**src/rtl/lsu_pkg.sv**
```systemverilog
// Shared types and constants for the load/store control stage.
package lsu_pkg;

    typedef enum logic [2:0] {
        IDLE    = 3'd0,
        ISSUE   = 3'd1,
        CAPTURE = 3'd2,
        RESP    = 3'd3,
        FAULT   = 3'd4
    } lsu_state_e;

    localparam logic [2:0] LB  = 3'd0;
    localparam logic [2:0] LH  = 3'd1;
    localparam logic [2:0] LW  = 3'd2;
    localparam logic [2:0] LBU = 3'd4;
    localparam logic [2:0] LHU = 3'd5;
    localparam logic [2:0] SB  = 3'd0;
    localparam logic [2:0] SH  = 3'd1;
    localparam logic [2:0] SW  = 3'd2;

    localparam logic [3:0] CAUSE_ILLEGAL   = 4'd2;
    localparam logic [3:0] CAUSE_LMISALIGN = 4'd4;
    localparam logic [3:0] CAUSE_SMISALIGN = 6'd6;

    // Unshifted byte-lane mask for an access size encoded in funct3[1:0].
    function automatic logic [3:0] byte_mask(input logic [2:0] funct3);
        case (funct3[1:0])
            2'b00:   return 4'b0001;
            2'b01:   return 4'b0011;
            default: return 4'b1111;
        endcase
    endfunction

endpackage

```
**src/rtl/lsu_ctrl_if.sv**
```systemverilog
// Request, memory-port, writeback and exception signals of the load/store stage.
// master = pipeline/memory side, slave = lsu_ctrl side.
interface lsu_ctrl_if #(
    parameter int XLEN = 32
);
    logic            req_valid;
    logic            req_ready;
    logic            req_load;
    logic            req_store;
    logic [2:0]      req_funct3;
    logic [XLEN-1:0] req_base;
    logic [11:0]     req_offset;
    logic [XLEN-1:0] req_wdata;
    logic [4:0]      req_rd;

    logic [XLEN-1:0] mem_addr;
    logic [11:0]     mem_offset;
    logic [XLEN-1:0] mem_value;
    logic [2:0]      mem_funct3;
    logic            mem_read;
    logic            mem_write;
    logic [XLEN-1:0] mem_data;

    logic            wb_valid;
    logic            wb_ready;
    logic            wb_we;
    logic [4:0]      wb_rd;
    logic [XLEN-1:0] wb_data;

    logic            exc_valid;
    logic [3:0]      exc_cause;
    logic [XLEN-1:0] exc_addr;

    modport master (
        output req_valid, req_load, req_store, req_funct3, req_base, req_offset, req_wdata, req_rd,
        output mem_data, wb_ready,
        input  req_ready, mem_addr, mem_offset, mem_value, mem_funct3, mem_read, mem_write,
        input  wb_valid, wb_we, wb_rd, wb_data, exc_valid, exc_cause, exc_addr
    );

    modport slave (
        input  req_valid, req_load, req_store, req_funct3, req_base, req_offset, req_wdata, req_rd,
        input  mem_data, wb_ready,
        output req_ready, mem_addr, mem_offset, mem_value, mem_funct3, mem_read, mem_write,
        output wb_valid, wb_we, wb_rd, wb_data, exc_valid, exc_cause, exc_addr
    );

endinterface

```
**src/rtl/lsu_req_check.sv**
```systemverilog
// Combinational legality/alignment check of an incoming load/store request.
module lsu_req_check
    import lsu_pkg::*;
#(
    parameter int XLEN        = 32,
    parameter int CHECK_ALIGN = 1
) (
    input  logic            load,
    input  logic            store,
    input  logic [2:0]      funct3,
    input  logic [XLEN-1:0] base,
    input  logic [11:0]     offset,
    output logic [XLEN-1:0] ea,
    output logic            illegal,
    output logic            misaligned,
    output logic [3:0]      cause
);

    always_comb begin
        ea = base + {{(XLEN-12){offset[11]}}, offset};

        illegal = 1'b0;
        if (load == store) begin
            illegal = 1'b1;
        end else if (load) begin
            illegal = !(funct3 inside {LB, LH, LW, LBU, LHU});
        end else begin
            illegal = !(funct3 inside {SB, SH, SW});
        end

        misaligned = 1'b0;
        if (CHECK_ALIGN != 0) begin
            if (funct3[1:0] == LH[1:0] && ea[0]) misaligned = 1'b1;
            if (funct3[1:0] == LW[1:0] && ea[1:0] != 2'b00) misaligned = 1'b1;
        end

        // Illegal wins over misaligned; the cause is only meaningful when one of them is set.
        if (illegal)   cause = CAUSE_ILLEGAL;
        else if (load) cause = CAUSE_LMISALIGN;
        else           cause = CAUSE_SMISALIGN;
    end

endmodule

```
**src/rtl/lsu_ctrl.sv**
```systemverilog
// Load/store control stage: registers one request, strobes memory for one cycle, returns writeback or exception.
// Define LSU_RVFI_EN to add the rvfi_mem_* trace outputs.
module lsu_ctrl
    import lsu_pkg::*;
#(
    parameter int XLEN        = 32,
    parameter int CHECK_ALIGN = 1
) (
    input  logic       clk,
    input  logic       rst,
    lsu_ctrl_if.slave  bus,
    output logic       busy,
    output lsu_state_e state_dbg
`ifdef LSU_RVFI_EN
    ,
    output logic [XLEN-1:0] rvfi_mem_addr,
    output logic [3:0]      rvfi_mem_rmask,
    output logic [3:0]      rvfi_mem_wmask,
    output logic [XLEN-1:0] rvfi_mem_rdata,
    output logic [XLEN-1:0] rvfi_mem_wdata
`endif
);

    // Handshakes: a request transfers on the edge where req_valid && req_ready; a result
    // stays on wb_* unchanged until the edge where wb_valid && wb_ready.
    lsu_state_e state, state_next;

    logic            accept;
    logic [XLEN-1:0] chk_ea;
    logic            chk_illegal, chk_misaligned;
    logic [3:0]      chk_cause;

    logic            r_load, r_store;
    logic [2:0]      r_funct3;
    logic [XLEN-1:0] r_base, r_wdata, r_ea, r_rdata;
    logic [11:0]     r_offset;
    logic [4:0]      r_rd;
    logic [3:0]      r_cause;

    lsu_req_check #(.XLEN(XLEN), .CHECK_ALIGN(CHECK_ALIGN)) u_check (
        .load       (bus.req_load),
        .store      (bus.req_store),
        .funct3     (bus.req_funct3),
        .base       (bus.req_base),
        .offset     (bus.req_offset),
        .ea         (chk_ea),
        .illegal    (chk_illegal),
        .misaligned (chk_misaligned),
        .cause      (chk_cause)
    );

    assign accept = bus.req_valid && (state == IDLE);

    always_ff @(posedge clk or posedge rst) begin
        if (rst) state <= IDLE;
        else     state <= state_next;
    end

    always_comb begin
        state_next = state;
        unique case (state)
            IDLE:    if (accept) state_next = (chk_illegal || chk_misaligned) ? FAULT : ISSUE;
            ISSUE:   state_next = r_load ? CAPTURE : RESP;
            CAPTURE: state_next = RESP;
            RESP:    if (bus.wb_ready) state_next = IDLE;
            FAULT:   state_next = IDLE;
            default: state_next = IDLE;
        endcase
    end

    // Strobes decode straight from state so an asynchronous reset removes them at once.
    always_comb begin
        bus.req_ready = (state == IDLE);
        bus.mem_read  = (state == ISSUE) && r_load;
        bus.mem_write = (state == ISSUE) && r_store;
        bus.wb_valid  = (state == RESP);
        bus.wb_we     = (state == RESP) && r_load;
        bus.exc_valid = (state == FAULT);
        busy          = (state != IDLE);
        state_dbg     = state;
    end

    always_ff @(posedge clk or posedge rst) begin
        if (rst) begin
            r_load   <= 1'b0;
            r_store  <= 1'b0;
            r_funct3 <= '0;
            r_base   <= '0;
            r_offset <= '0;
            r_wdata  <= '0;
            r_rd     <= '0;
            r_ea     <= '0;
            r_cause  <= '0;
            r_rdata  <= '0;
        end else begin
            if (accept) begin
                r_load   <= bus.req_load;
                r_store  <= bus.req_store;
                r_funct3 <= bus.req_funct3;
                r_base   <= bus.req_base;
                r_offset <= bus.req_offset;
                r_wdata  <= bus.req_wdata;
                r_rd     <= bus.req_rd;
                r_ea     <= chk_ea;
                r_cause  <= chk_cause;
            end
            if (state == CAPTURE) r_rdata <= bus.mem_data;
        end
    end

    assign bus.mem_addr   = r_base;
    assign bus.mem_offset = r_offset;
    assign bus.mem_value  = r_wdata;
    assign bus.mem_funct3 = r_funct3;
    assign bus.wb_rd      = r_rd;
    assign bus.wb_data    = r_rdata;
    assign bus.exc_cause  = r_cause;
    assign bus.exc_addr   = r_ea;

`ifdef LSU_RVFI_EN
    // Trace fields are loaded at accept; a faulting request leaves them all zero.
    always_ff @(posedge clk or posedge rst) begin
        if (rst) begin
            rvfi_mem_addr  <= '0;
            rvfi_mem_rmask <= '0;
            rvfi_mem_wmask <= '0;
            rvfi_mem_rdata <= '0;
            rvfi_mem_wdata <= '0;
        end else if (accept) begin
            if (chk_illegal || chk_misaligned) begin
                rvfi_mem_addr  <= '0;
                rvfi_mem_rmask <= '0;
                rvfi_mem_wmask <= '0;
                rvfi_mem_wdata <= '0;
            end else begin
                rvfi_mem_addr  <= chk_ea;
                rvfi_mem_rmask <= bus.req_load  ? 4'(byte_mask(bus.req_funct3) << chk_ea[1:0]) : 4'd0;
                rvfi_mem_wmask <= bus.req_store ? 4'(byte_mask(bus.req_funct3) << chk_ea[1:0]) : 4'd0;
                rvfi_mem_wdata <= bus.req_store ? bus.req_wdata : '0;
            end
            rvfi_mem_rdata <= '0;
        end else if (state == CAPTURE) begin
            rvfi_mem_rdata <= bus.mem_data;
        end
    end
`endif

endmodule

```
**src/flat_wrapper.sv**
```systemverilog
// flat-port wrapper written by rule: the top's interface ports become plain ports
module lsu_ctrl_flat import lsu_pkg::*;
#(
    parameter int XLEN        = 32,
    parameter int CHECK_ALIGN = 1
)
  (clk, rst, busy, state_dbg, bus_req_valid, bus_req_load, bus_req_store, bus_req_funct3, bus_req_base, bus_req_offset, bus_req_wdata, bus_req_rd, bus_mem_data, bus_wb_ready, bus_req_ready, bus_mem_addr, bus_mem_offset, bus_mem_value, bus_mem_funct3, bus_mem_read, bus_mem_write, bus_wb_valid, bus_wb_we, bus_wb_rd, bus_wb_data, bus_exc_valid, bus_exc_cause, bus_exc_addr);
  lsu_ctrl_if #(.XLEN(XLEN)) bus_i ();
  input  logic clk;
  input  logic rst;
  output logic busy;
  output lsu_state_e state_dbg;
  input wire logic [$bits(bus_i.req_valid)-1:0] bus_req_valid;
  input wire logic [$bits(bus_i.req_load)-1:0] bus_req_load;
  input wire logic [$bits(bus_i.req_store)-1:0] bus_req_store;
  input wire logic [$bits(bus_i.req_funct3)-1:0] bus_req_funct3;
  input wire logic [$bits(bus_i.req_base)-1:0] bus_req_base;
  input wire logic [$bits(bus_i.req_offset)-1:0] bus_req_offset;
  input wire logic [$bits(bus_i.req_wdata)-1:0] bus_req_wdata;
  input wire logic [$bits(bus_i.req_rd)-1:0] bus_req_rd;
  input wire logic [$bits(bus_i.mem_data)-1:0] bus_mem_data;
  input wire logic [$bits(bus_i.wb_ready)-1:0] bus_wb_ready;
  output wire logic [$bits(bus_i.req_ready)-1:0] bus_req_ready;
  output wire logic [$bits(bus_i.mem_addr)-1:0] bus_mem_addr;
  output wire logic [$bits(bus_i.mem_offset)-1:0] bus_mem_offset;
  output wire logic [$bits(bus_i.mem_value)-1:0] bus_mem_value;
  output wire logic [$bits(bus_i.mem_funct3)-1:0] bus_mem_funct3;
  output wire logic [$bits(bus_i.mem_read)-1:0] bus_mem_read;
  output wire logic [$bits(bus_i.mem_write)-1:0] bus_mem_write;
  output wire logic [$bits(bus_i.wb_valid)-1:0] bus_wb_valid;
  output wire logic [$bits(bus_i.wb_we)-1:0] bus_wb_we;
  output wire logic [$bits(bus_i.wb_rd)-1:0] bus_wb_rd;
  output wire logic [$bits(bus_i.wb_data)-1:0] bus_wb_data;
  output wire logic [$bits(bus_i.exc_valid)-1:0] bus_exc_valid;
  output wire logic [$bits(bus_i.exc_cause)-1:0] bus_exc_cause;
  output wire logic [$bits(bus_i.exc_addr)-1:0] bus_exc_addr;
  assign bus_i.req_valid = bus_req_valid;
  assign bus_i.req_load = bus_req_load;
  assign bus_i.req_store = bus_req_store;
  assign bus_i.req_funct3 = bus_req_funct3;
  assign bus_i.req_base = bus_req_base;
  assign bus_i.req_offset = bus_req_offset;
  assign bus_i.req_wdata = bus_req_wdata;
  assign bus_i.req_rd = bus_req_rd;
  assign bus_i.mem_data = bus_mem_data;
  assign bus_i.wb_ready = bus_wb_ready;
  assign bus_req_ready = bus_i.req_ready;
  assign bus_mem_addr = bus_i.mem_addr;
  assign bus_mem_offset = bus_i.mem_offset;
  assign bus_mem_value = bus_i.mem_value;
  assign bus_mem_funct3 = bus_i.mem_funct3;
  assign bus_mem_read = bus_i.mem_read;
  assign bus_mem_write = bus_i.mem_write;
  assign bus_wb_valid = bus_i.wb_valid;
  assign bus_wb_we = bus_i.wb_we;
  assign bus_wb_rd = bus_i.wb_rd;
  assign bus_wb_data = bus_i.wb_data;
  assign bus_exc_valid = bus_i.exc_valid;
  assign bus_exc_cause = bus_i.exc_cause;
  assign bus_exc_addr = bus_i.exc_addr;
  lsu_ctrl #(.XLEN(XLEN), .CHECK_ALIGN(CHECK_ALIGN)) u_core (.clk(clk), .rst(rst), .bus(bus_i), .busy(busy), .state_dbg(state_dbg));
endmodule
```
**config.mk**
```make
export PLATFORM = sky130hd
export DESIGN_NAME = lsu_ctrl_flat
export DESIGN_NICKNAME = d
export VERILOG_FILES = /design/src/rtl/lsu_pkg.sv /design/src/rtl/lsu_ctrl_if.sv /design/src/rtl/lsu_req_check.sv /design/src/rtl/lsu_ctrl.sv /design/src/flat_wrapper.sv
export SDC_FILE = /design/constraint.sdc
export NUM_CORES = 1
export LEC_CHECK = 0
export ABC_AREA = 1
export CORE_ASPECT_RATIO = 2
export CORE_MARGIN = 5
export CORE_UTILIZATION = 42
export DETAILED_ROUTE_END_ITERATION = 10
export PLACE_DENSITY_LB_ADDON = 0.08
export SLEW_MARGIN = 40
export SYNTH_ARGS = -nofsm -noshare
export SYNTH_HDL_FRONTEND = slang
export SYNTH_HIERARCHICAL = 1
export SYNTH_SLANG_ARGS = --single-unit
```
**constraint.sdc**
```tcl
create_clock -name clk -period 5.3 [get_ports clk]
set_clock_uncertainty 0.15 [all_clocks]
set_input_delay 1.06 -clock clk [delete_from_list [all_inputs] [get_ports clk]]
set_output_delay 1.06 -clock clk [all_outputs]
set_load 0.005 [all_outputs]
```
==> qor.csv, run 1 <==
metric;value;unit
pins over their slew limit;0;
Hold WC Path Type;reg -> reg;
Yosys reg bits;157;
Die X;110;um
outcome;completed;
Placer Congestion;0.951;
Num CTS Buffers;17;
area delta synth->final;42.7;%
# rows;73;
Residual DRC;0;
Fill cells;1980;
Clock Pin Slew Worst Setup and Hold Paths;60;ps
Worst R2R Start;u_core/state_dbg[1];
Period Utilization, post-route;0.617;
Mapped Area;8480;um^2
Arrival @ worst endpoint;2060;ps
Mapped Avg Cell Area;7.10;um^2
Iter 0 DRT Violations;334;
Post-CTS Setup Bufs;0;
Vias/cell;4.72;
Worst setup startpoint;u_core/state_dbg[1];
Crit Path Class;reg -> out;
critical path's slowest cell;clkdlybuf4s50_1;
I/O pins;284;
RSZ-0062 raised after global routing;no;
number of global-route vias before repair;8261;
WL final;27.6;mm
Critical Path End Type;output pin;
Total GRT Usage;0.239;
clock buffer depth;2;
core region area;19900;um^2
largest net degree at the start of global routing;90;
Internal Power;0.00390;W
Critical Path, Cell by Cell;buf_4 -> inv_1 -> nand3_1 -> nor2_1 -> clkdlybuf4s50_1;
via count;8212;
Worst Path Required;4090;ps
initial core utilization;0.426;
Clk network pwr share;0.194;
GR Layer Usage met1;0.242;
CTS Hold Bufs;0;
CTS tree;built;
I/O Buffers;283;
Final TNS setup;0;ps
gr busiest metal;met2;
peak supply drop;0.268;mV
register area share after synthesis;0.464;
most frequent cells in the layout;nand2_1 (656), clkdlybuf4s50_1 (282), dfrtp_1 (157), inv_1 (119), nand3_1 (58);
most common cell after layout, fill and taps aside;nand2_1;
met2 GRT Util;0.456;
worst relative slew slack;0.550;
CP endpoint;bus_mem_read;
Psw;0.00212;W
worst reg2reg path depth;9;
CP Max Fanout;38;
Worst Path Buf+Inv;3;
die area;23300;um^2
Synthesis Warnings;6;
share of post-route cells with drive strength above 1;0.0467;
max-cap viol count;0;
Worst Setup Start Kind;flop;
post-CTS sizing;0;
total congestion overflow;0;
first-pass GRT wire length;43.9;mm
min Tclk post-route;3270;ps
antenna-violating nets left;0;
Yosys cell types;28;
H-tree lvl count;4;
global routing usage on met3;0.0530;
pwr dens;498;nW/um^2
r2r endpoint;u_core/bus.exc_addr[13];
Root Buffer;clkbuf_16;
Slew @ Worst Pin;676;ps
reg-to-reg slack, setup;2760;ps
cell family with most CP delay;buffers and inverters;
Net Sw Frac;0.352;
Util after Layout;0.607;
initial antenna violation count;0;
critical path's largest stage delay;560;ps
drt pass-1 iters;5;
endpoints failing hold;0;
die height;211;um
Critical Path Stages;5;
Logic pwr share;0.463;
FMAX;306;MHz
Sequential Area;3930;um^2
area of the multi-input gates;3900;um^2
DPL Wire Length;21.7;mm
Setup violations, final;0;
Seq pwr share;0.343;
# diodes;0;
latest clock arrival within the worst-skew pair;420;ps
leakage;6.50;nW
Wirelength per Cell;15.9;um
Nets;1621;
Mapped Cells;1193;
clock sinks;157;
## Yosys cell counts (all sizes together)
library cell    n  share of area
nand4           4         0.0030
xnor2           3         0.0031
nor3            7         0.0053
dfrtp         157           0.46
nand2         672           0.30
nand3          62          0.039
buf            26          0.017
nor2           49          0.024
o21bai          2         0.0018
xor2           14          0.014
fa              1         0.0024
inv           124          0.055
a21o            1        0.00089
o21ai           4         0.0024
clkbuf         12         0.0053
ha             31          0.046
conb            1        0.00044
or2             1         0.0010
a21oi          22          0.013
## flip-flops by register name (all words and copies together) (netlist names)
name,cells
u_core/bus.exc_cause,4
u_core/bus.wb_data,32
u_core/bus.exc_addr,32
u_core/bus.wb_rd,5
u_core/r_store,1
u_core/r_load,1
u_core/bus.mem_value,32
u_core/bus.mem_offset,12
u_core/bus.mem_funct3,3
u_core/bus.mem_addr,32
u_core/state_dbg,3
## worst min path at each step
stage | startpoint | end | slack (ps) | cells past startpoint
2_1_floorplan | u_core/bus.exc_addr[0] | u_core/bus.exc_addr[0] | 320 | 2
3_3_place_gp | u_core/bus.wb_data[19] | u_core/bus.wb_data[19] | 300 | 2
3_5_place_dp | u_core/bus.wb_data[13] | u_core/bus.wb_data[13] | 310 | 2
4_1_cts | u_core/bus.exc_addr[7] | u_core/bus.exc_addr[7] | 320 | 2
5_1_grt | u_core/bus.mem_value[3] | u_core/bus.mem_value[3] | 340 | 2
6_report | u_core/bus.exc_addr[7] | u_core/bus.exc_addr[7] | 320 | 2
## worst register-to-register path, cell delays in order, from the launching register on
cell,delay (ps)
dfrtp_1,320
buf_4,370
inv_1,170
nand2_2,150
nor2_4,30
buf_4,250
inv_6,510
buf_4,380
nand2_1,90
nand2_1,70
## routing by layer
| layer | part of all wire | vias to the layer above |
|---|---|---|
| met2 | 0.54 | 241 |
| met3 | 0.042 | 65 |
| met1 | 0.36 | 3758 |
| li1 | - | 4148 |
| met5 | 0 | - |
| met4 | 0.049 | 0 |
## power groups by stage
stage | clock (W) | combinational, W | sequential, W
2_1_floorplan | 0 | 0.00112 | 0.00212
3_3_place_gp | 0 | 0.00280 | 0.00207
3_5_place_dp | 0 | 0.00284 | 0.00208
4_1_cts | 0.00121 | 0.00285 | 0.00207
5_1_grt | 0.00126 | 0.00309 | 0.00214
6_report | 0.00117 | 0.00279 | 0.00206
## cells by family (layout without fill, tap and decap cells)
logic type / count (synthesis) / after routing / share of synthesized area
compound gates: 29 / 29 / 0.0185
xor+xnor: 17 / 17 / 0.0176
fa+ha+maj: 32 / 32 / 0.0481
buf+inv: 162 / 446 / 0.0775
flops: 157 / 157 / 0.464
other cells: 1 / 2 / 0.000442
simple gates: 795 / 795 / 0.374
## stage by stage
stage               cell area, um^2  instances  hold slack (ps)  total power, W  setup WS (ps)
floorplan                      8480       1194              315         0.00324           2100
global placement              11500       1710              302         0.00487           1140
detailed placement            11500       1710              307         0.00492           1820
CTS                           12100       1740              322         0.00612           1980
global route                  12100       1740              335         0.00648           1880
finish                        12100       1740              317         0.00602           2030
## layout make-up
type,instances,area share
Clock buffer,25,0.0410
Multi-Input combinational cell,875,0.322
Sequential cell,157,0.325
Clock inverter,5,0.00476
Inverter,124,0.0392
Timing Repair Buffer,292,0.241
Tap cell,262,0.0271
Power figures use the tool's default switching activity.
==> run 2, diff against run 1 <==
==> constraint.sdc (replaced) <==
create_clock -name clk -period 2.83 [get_ports clk]
set_clock_uncertainty 0.15 [all_clocks]
set_input_delay 0.566 -clock clk [delete_from_list [all_inputs] [get_ports clk]]
set_output_delay 0.566 -clock clk [all_outputs]
set_load 0.005 [all_outputs]
==> run 2 against run 1 <==
Compared with the run above: critical path depth decreased by 2; via count up 1.1%; combinational power is 89% higher; first-iteration DRC count is 34% higher; global-route usage shrank 0.57 points; die area stayed put; sequential power increased by 88%; clock power is 91% higher; worst setup slack got worse by 1800 ps; clock-buffer cell count decreased by 1; critical path type unchanged; largest power group unchanged.
==> qor.csv, run 2 (synthesis results as in run 1) <==
metric;value;unit;change
area delta synth->final;45.9;%;
Arrival @ worst endpoint;1860;ps;-200 ps
clock sinks;157;;unchanged
Iter 0 DRT Violations;449;;+34%
Post-CTS Setup Bufs;0;;unchanged
Residual DRC;0;;unchanged
leakage;6.66;nW;+2.4%
Vias/cell;4.69;;-0.62%
Fill cells;1897;;-4.2%
share of post-route cells with drive strength above 1;0.0650;;+0.0183
Net Sw Frac;0.352;;about the same
Num CTS Buffers;17;;unchanged
core region area;19900;um^2;unchanged
min Tclk post-route;2570;ps;
Clock Pin Slew Worst Setup and Hold Paths;60;ps;about the same
Wirelength per Cell;15.5;um;-2.3%
H-tree lvl count;4;;unchanged
Root Buffer;clkbuf_16;;
DPL Wire Length;21.2;mm;-2.5%
WL final;27.4;mm;-0.64%
largest net degree at the start of global routing;125;;+39%
Hold WC Path Type;in -> async;;
Setup violations, final;0;;unchanged
initial antenna violation count;0;;unchanged
antenna-violating nets left;0;;unchanged
via count;8302;;+1.1%
initial core utilization;0.426;;unchanged
reg-to-reg slack, setup;920;ps;-1840 ps
total congestion overflow;0;;unchanged
r2r endpoint;u_core/bus.mem_addr[5];;
die area;23300;um^2;unchanged
drt pass-1 iters;5;;unchanged
Placer Congestion;0.939;;-1.3%
Worst R2R Start;u_core/state_dbg[0];;
CTS Hold Bufs;0;;unchanged
Nets;1649;;+1.7%
Psw;0.00402;W;+89%
Worst Setup Start Kind;flop;;
latest clock arrival within the worst-skew pair;430;ps;about the same
clock buffer depth;2;;unchanged
Util after Layout;0.621;;+0.0139
RSZ-0062 raised after global routing;no;;
pins over their slew limit;0;;unchanged
Die X;110;um;unchanged
Critical Path End Type;output pin;;
most frequent cells in the layout;nand2_1 (657), clkdlybuf4s50_1 (283), dfrtp_1 (157), inv_1 (119), nand3_1 (58);;
CP endpoint;bus_exc_valid;;
Period Utilization, post-route;0.910;;
Clk network pwr share;0.196;;+0.002
max-cap viol count;0;;unchanged
most common cell after layout, fill and taps aside;nand2_1;;
Crit Path Class;reg -> out;;
endpoints failing hold;0;;unchanged
worst relative slew slack;0.622;;+0.0723
outcome;completed;;
Seq pwr share;0.341;;-0.002
# diodes;0;;unchanged
Total GRT Usage;0.234;;-0.00570
CP Max Fanout;35;;-7.9%
Final Cell Area;12400;um^2;+2.3%
FMAX;388;MHz;
peak supply drop;0.434;mV;+62%
pwr dens;921;nW/um^2;+85%
Slew @ Worst Pin;567;ps;-108 ps
first-pass GRT wire length;43.4;mm;-1.2%
Final TNS setup;0;ps;unchanged
number of global-route vias before repair;8274;;+0.16%
Logic pwr share;0.463;;about the same
# rows;73;;unchanged
die height;211;um;unchanged
Worst Path Required;2110;ps;-1980 ps
Post-DP Area;11800;um^2;+2.2%
CTS tree;built;;
I/O Buffers;283;;unchanged
worst reg2reg path depth;7;;-2
Internal Power;0.00738;W;+89%
post-CTS sizing;0;;unchanged
I/O pins;284;;unchanged
Worst setup startpoint;u_core/state_dbg[1];;
run 2: through the flow:
step                instances  setup slack (ps)  hold slack, ps  power, W
global placement         1738             -43.2             302   0.00917
detailed placement       1738             -60.6             307   0.00928
floorplan                1194               127             315   0.00607
global route             1770               156             329    0.0122
finish                   1770               256             318    0.0114
CTS                      1770               218             310    0.0116
run 2: worst min path at each step:
stage | slack [ps] | end | from | cells past startpoint
floorplan | 320 | u_core/bus.exc_addr[0] | u_core/bus.exc_addr[0] | 2
global placement | 300 | u_core/bus.wb_data[18] | u_core/bus.wb_data[18] | 2
detailed placement | 310 | u_core/bus.mem_addr[3] | u_core/bus.mem_addr[3] | 2
CTS | 310 | u_core/bus.wb_data[27] | rst | 2
global route | 330 | u_core/bus.mem_addr[3] | u_core/bus.mem_addr[3] | 2
finish | 320 | u_core/bus.wb_data[27] | rst | 2
run 2: per-layer routing:
layer / vias to the layer above / track usage / routed length (um)
met5: - / 0 / 0
met4: 0 / 0.0986 / 923
met3: 43 / 0.0459 / 1200
met2: 247 / 0.449 / 15200
met1: 3814 / 0.244 / 10100
li1: 4198 / - / -
run 2: power by group through the flow:
stage | Sequential [W] | Clock, W | Combinational [W]
6_report | 0.00388 | 0.00223 | 0.00528
5_1_grt | 0.00401 | 0.00239 | 0.00580
4_1_cts | 0.00389 | 0.00229 | 0.00538
3_5_place_dp | 0.00392 | 0 | 0.00536
3_3_place_gp | 0.00388 | 0 | 0.00529
2_1_floorplan | 0.00398 | 0 | 0.00209
run 2: worst max-delay path: stages (launching register included):
cell             delay, ps
dfrtp_1                400
buf_4                  260
nor3_1                 220
clkdlybuf4s50_1        540
run 2: layout make-up:
type / instances / area (um^2) / area share
Clock buffer: 24 / 492 / 0.0398
Clock inverter: 8 / 81.3 / 0.00658
Inverter: 124 / 472 / 0.0381
Multi-Input combinational cell: 875 / 3890 / 0.315
Sequential cell: 157 / 3930 / 0.318
Tap cell: 262 / 328 / 0.0265
Timing Repair Buffer: 320 / 3170 / 0.257
==> run 3, diff against run 2 <==
--- a/config.mk
+++ b/config.mk
@@ -10,7 +10,7 @@
 export CORE_MARGIN = 5
 export CORE_UTILIZATION = 42
 export DETAILED_ROUTE_END_ITERATION = 10
-export PLACE_DENSITY_LB_ADDON = 0.08
+export PLACE_DENSITY_LB_ADDON = 0.12
 export SLEW_MARGIN = 40
 export SYNTH_ARGS = -nofsm -noshare
 export SYNTH_HDL_FRONTEND = slang
==> run 3 against run 2 <==
Compared with the run above: fmax decreased by 2.5%; worst hold slack about the same; global-route usage is 0.24 points higher; routed wire length is essentially flat; total power about the same; largest power group unchanged; utilization barely moved; via count grew 0.77%.
==> qor.csv, run 3 (synthesis results as in run 1) <==
metric;value;unit;change
Arrival @ worst endpoint;1920;ps;+60 ps
Min Hold Slack;318;ps;+0.00300 ps
H-tree lvl count;4;;unchanged
latest clock arrival within the worst-skew pair;420;ps;about the same
Clk network pwr share;0.196;;about the same
Psw;0.00406;W;+1.2%
Num CTS Buffers;17;;unchanged
met2 GRT Util;0.448;;about the same
Setup violations, final;0;;unchanged
most frequent cells in the layout;nand2_1 (657), clkdlybuf4s50_1 (283), dfrtp_1 (157), inv_1 (119), nand3_1 (58);;
DPL Wire Length;21.6;mm;+2.0%
total congestion overflow;0;;unchanged
Die X;110;um;unchanged
# rows;73;;unchanged
CP Max Fanout;6;;-83%
Internal Power;0.00732;W;-0.71%
clock sinks;157;;unchanged
die height;211;um;unchanged
Non-Filler Instances;1772;;+0.11%
clock buffer depth;2;;unchanged
Design Power;0.0114;W;about the same
post-CTS sizing;0;;unchanged
Worst Setup Start Kind;flop;;
min Tclk post-route;2640;ps;+64.8 ps
Root Buffer;clkbuf_16;;
peak supply drop;0.503;mV;+16%
Clock Pin Slew Worst Setup and Hold Paths;60;ps;about the same
Net Sw Frac;0.357;;+0.00437
pwr dens;920;nW/um^2;about the same
outcome;completed;;
FMAX;379;MHz;-2.5%
Slew @ Worst Pin;513;ps;-54.7 ps
drt pass-1 iters;5;;unchanged
Worst Path Required;2110;ps;about the same
die area;23300;um^2;unchanged
initial antenna violation count;2;;+2
Period Utilization, post-route;0.933;;+0.0229
leakage;6.65;nW;-0.12%
RSZ-0062 raised after global routing;no;;
endpoints failing hold;0;;unchanged
placed cell count;1738;;unchanged
Fill cells;1886;;-0.58%
max-cap viol count;0;;unchanged
Logic pwr share;0.464;;about the same
area delta synth->final;46.0;%;about the same
largest net degree at the start of global routing;76;;-39%
CTS tree;built;;
worst relative slew slack;0.658;;+0.0365
Residual DRC;0;;unchanged
CTS Hold Bufs;0;;unchanged
global routing usage on met3;0.0556;;+0.00975
I/O Buffers;283;;unchanged
Seq pwr share;0.340;;about the same
Post-CTS Setup Bufs;0;;unchanged
GR Layer Usage met1;0.236;;-0.00794
Nets;1649;;unchanged
reg-to-reg slack, setup;1030;ps;+110 ps
number of global-route vias before repair;8403;;+1.6%
I/O pins;284;;unchanged
WL final;27.5;mm;about the same
core region area;19900;um^2;unchanged
Hold WC Path Type;reg -> reg;;
Iter 0 DRT Violations;563;;+25%
Vias/cell;4.72;;+0.66%
initial core utilization;0.426;;unchanged
gr busiest metal;met2;;
Final TNS setup;0;ps;unchanged
first-pass GRT wire length;43.6;mm;+0.44%
share of post-route cells with drive strength above 1;0.0670;;+0.00199
pins over their slew limit;0;;unchanged
most common cell after layout, fill and taps aside;nand2_1;;
Crit Path Class;reg -> out;;
Total GRT Usage;0.236;;+0.00235
antenna-violating nets left;0;;unchanged
Wirelength per Cell;15.5;um;about the same
Placer Congestion;0.907;;-3.4%
via count;8366;;+0.77%
Critical Path End Type;output pin;;
==> run 3: cell types whose count changed in the layout (fill, tap and decap cells not counted) <==
cell	change
inv_8	+2
clkbuf_8	-3
inv_6	+1
clkinvlp_4	+3
diode_2	+2
clkbuf_1	-3
==> run 3: power by group through the flow <==
stage	clock network [W]	logic, W	registers [W]
2_1_floorplan	0	0.00209	0.00398
3_3_place_gp	0	0.00530	0.00387
3_5_place_dp	0	0.00537	0.00391
4_1_cts	0.00230	0.00538	0.00388
5_1_grt	0.00239	0.00582	0.00401
6_report	0.00223	0.00528	0.00388
==> run 3: cell type report <==
| cell class | count | area [um^2] | share of cell area |
|---|---|---|---|
| multi-input cells | 875 | 3890 | 0.315 |
| well taps | 262 | 328 | 0.0265 |
| repair buffers | 320 | 3170 | 0.256 |
| clock buffers | 18 | 439 | 0.0355 |
| inverters | 124 | 472 | 0.0381 |
| flip-flops and latches | 157 | 3930 | 0.317 |
| clock inverters | 14 | 135 | 0.0109 |
| diodes | 2 | 5.00 | 0.000404 |
==> run 3: per-stage QoR <==
stage	area, um^2	setup WS [ps]	utilization
after floorplan	8480	127	-
after global placement	11800	-63.1	0.592
after detailed placement	11800	-66.5	0.592
after CTS	12400	144	0.621
after global routing	12400	116	0.621
final	12400	191	0.621
==> run 3: worst max-delay path, stage by stage, from the launching register on <==
cell and delay (ps):
dfrtp_1 470, nand2_1 100, nor3_1 340, clkdlybuf4s50_1 600
==> run 3: final timing paths <==
kind | start | to | cells past startpoint
worst max-delay path | u_core/state_dbg[0] | bus_wb_we | 3
worst min-delay path | u_core/bus.mem_value[9] | u_core/bus.mem_value[9] | 2
worst max register to register | u_core/state_dbg[0] | u_core/bus.mem_value[29] | 6
worst min register to register | u_core/bus.mem_value[9] | u_core/bus.mem_value[9] | 2
max in group asynchronous | rst | u_core/bus.exc_addr[22] | 3
min in group asynchronous | rst | u_core/bus.mem_offset[10] | 3
==> run 3: per-layer routing <==
metal / wire (um) / part of all wire / vias to the layer above
met2: 15000 / 0.55 / 262
met1: 9920 / 0.36 / 3839
met5: 0 / 0 / -
met4: 1240 / 0.045 / 0
met3: 1300 / 0.047 / 62
li1: - / - / 4203
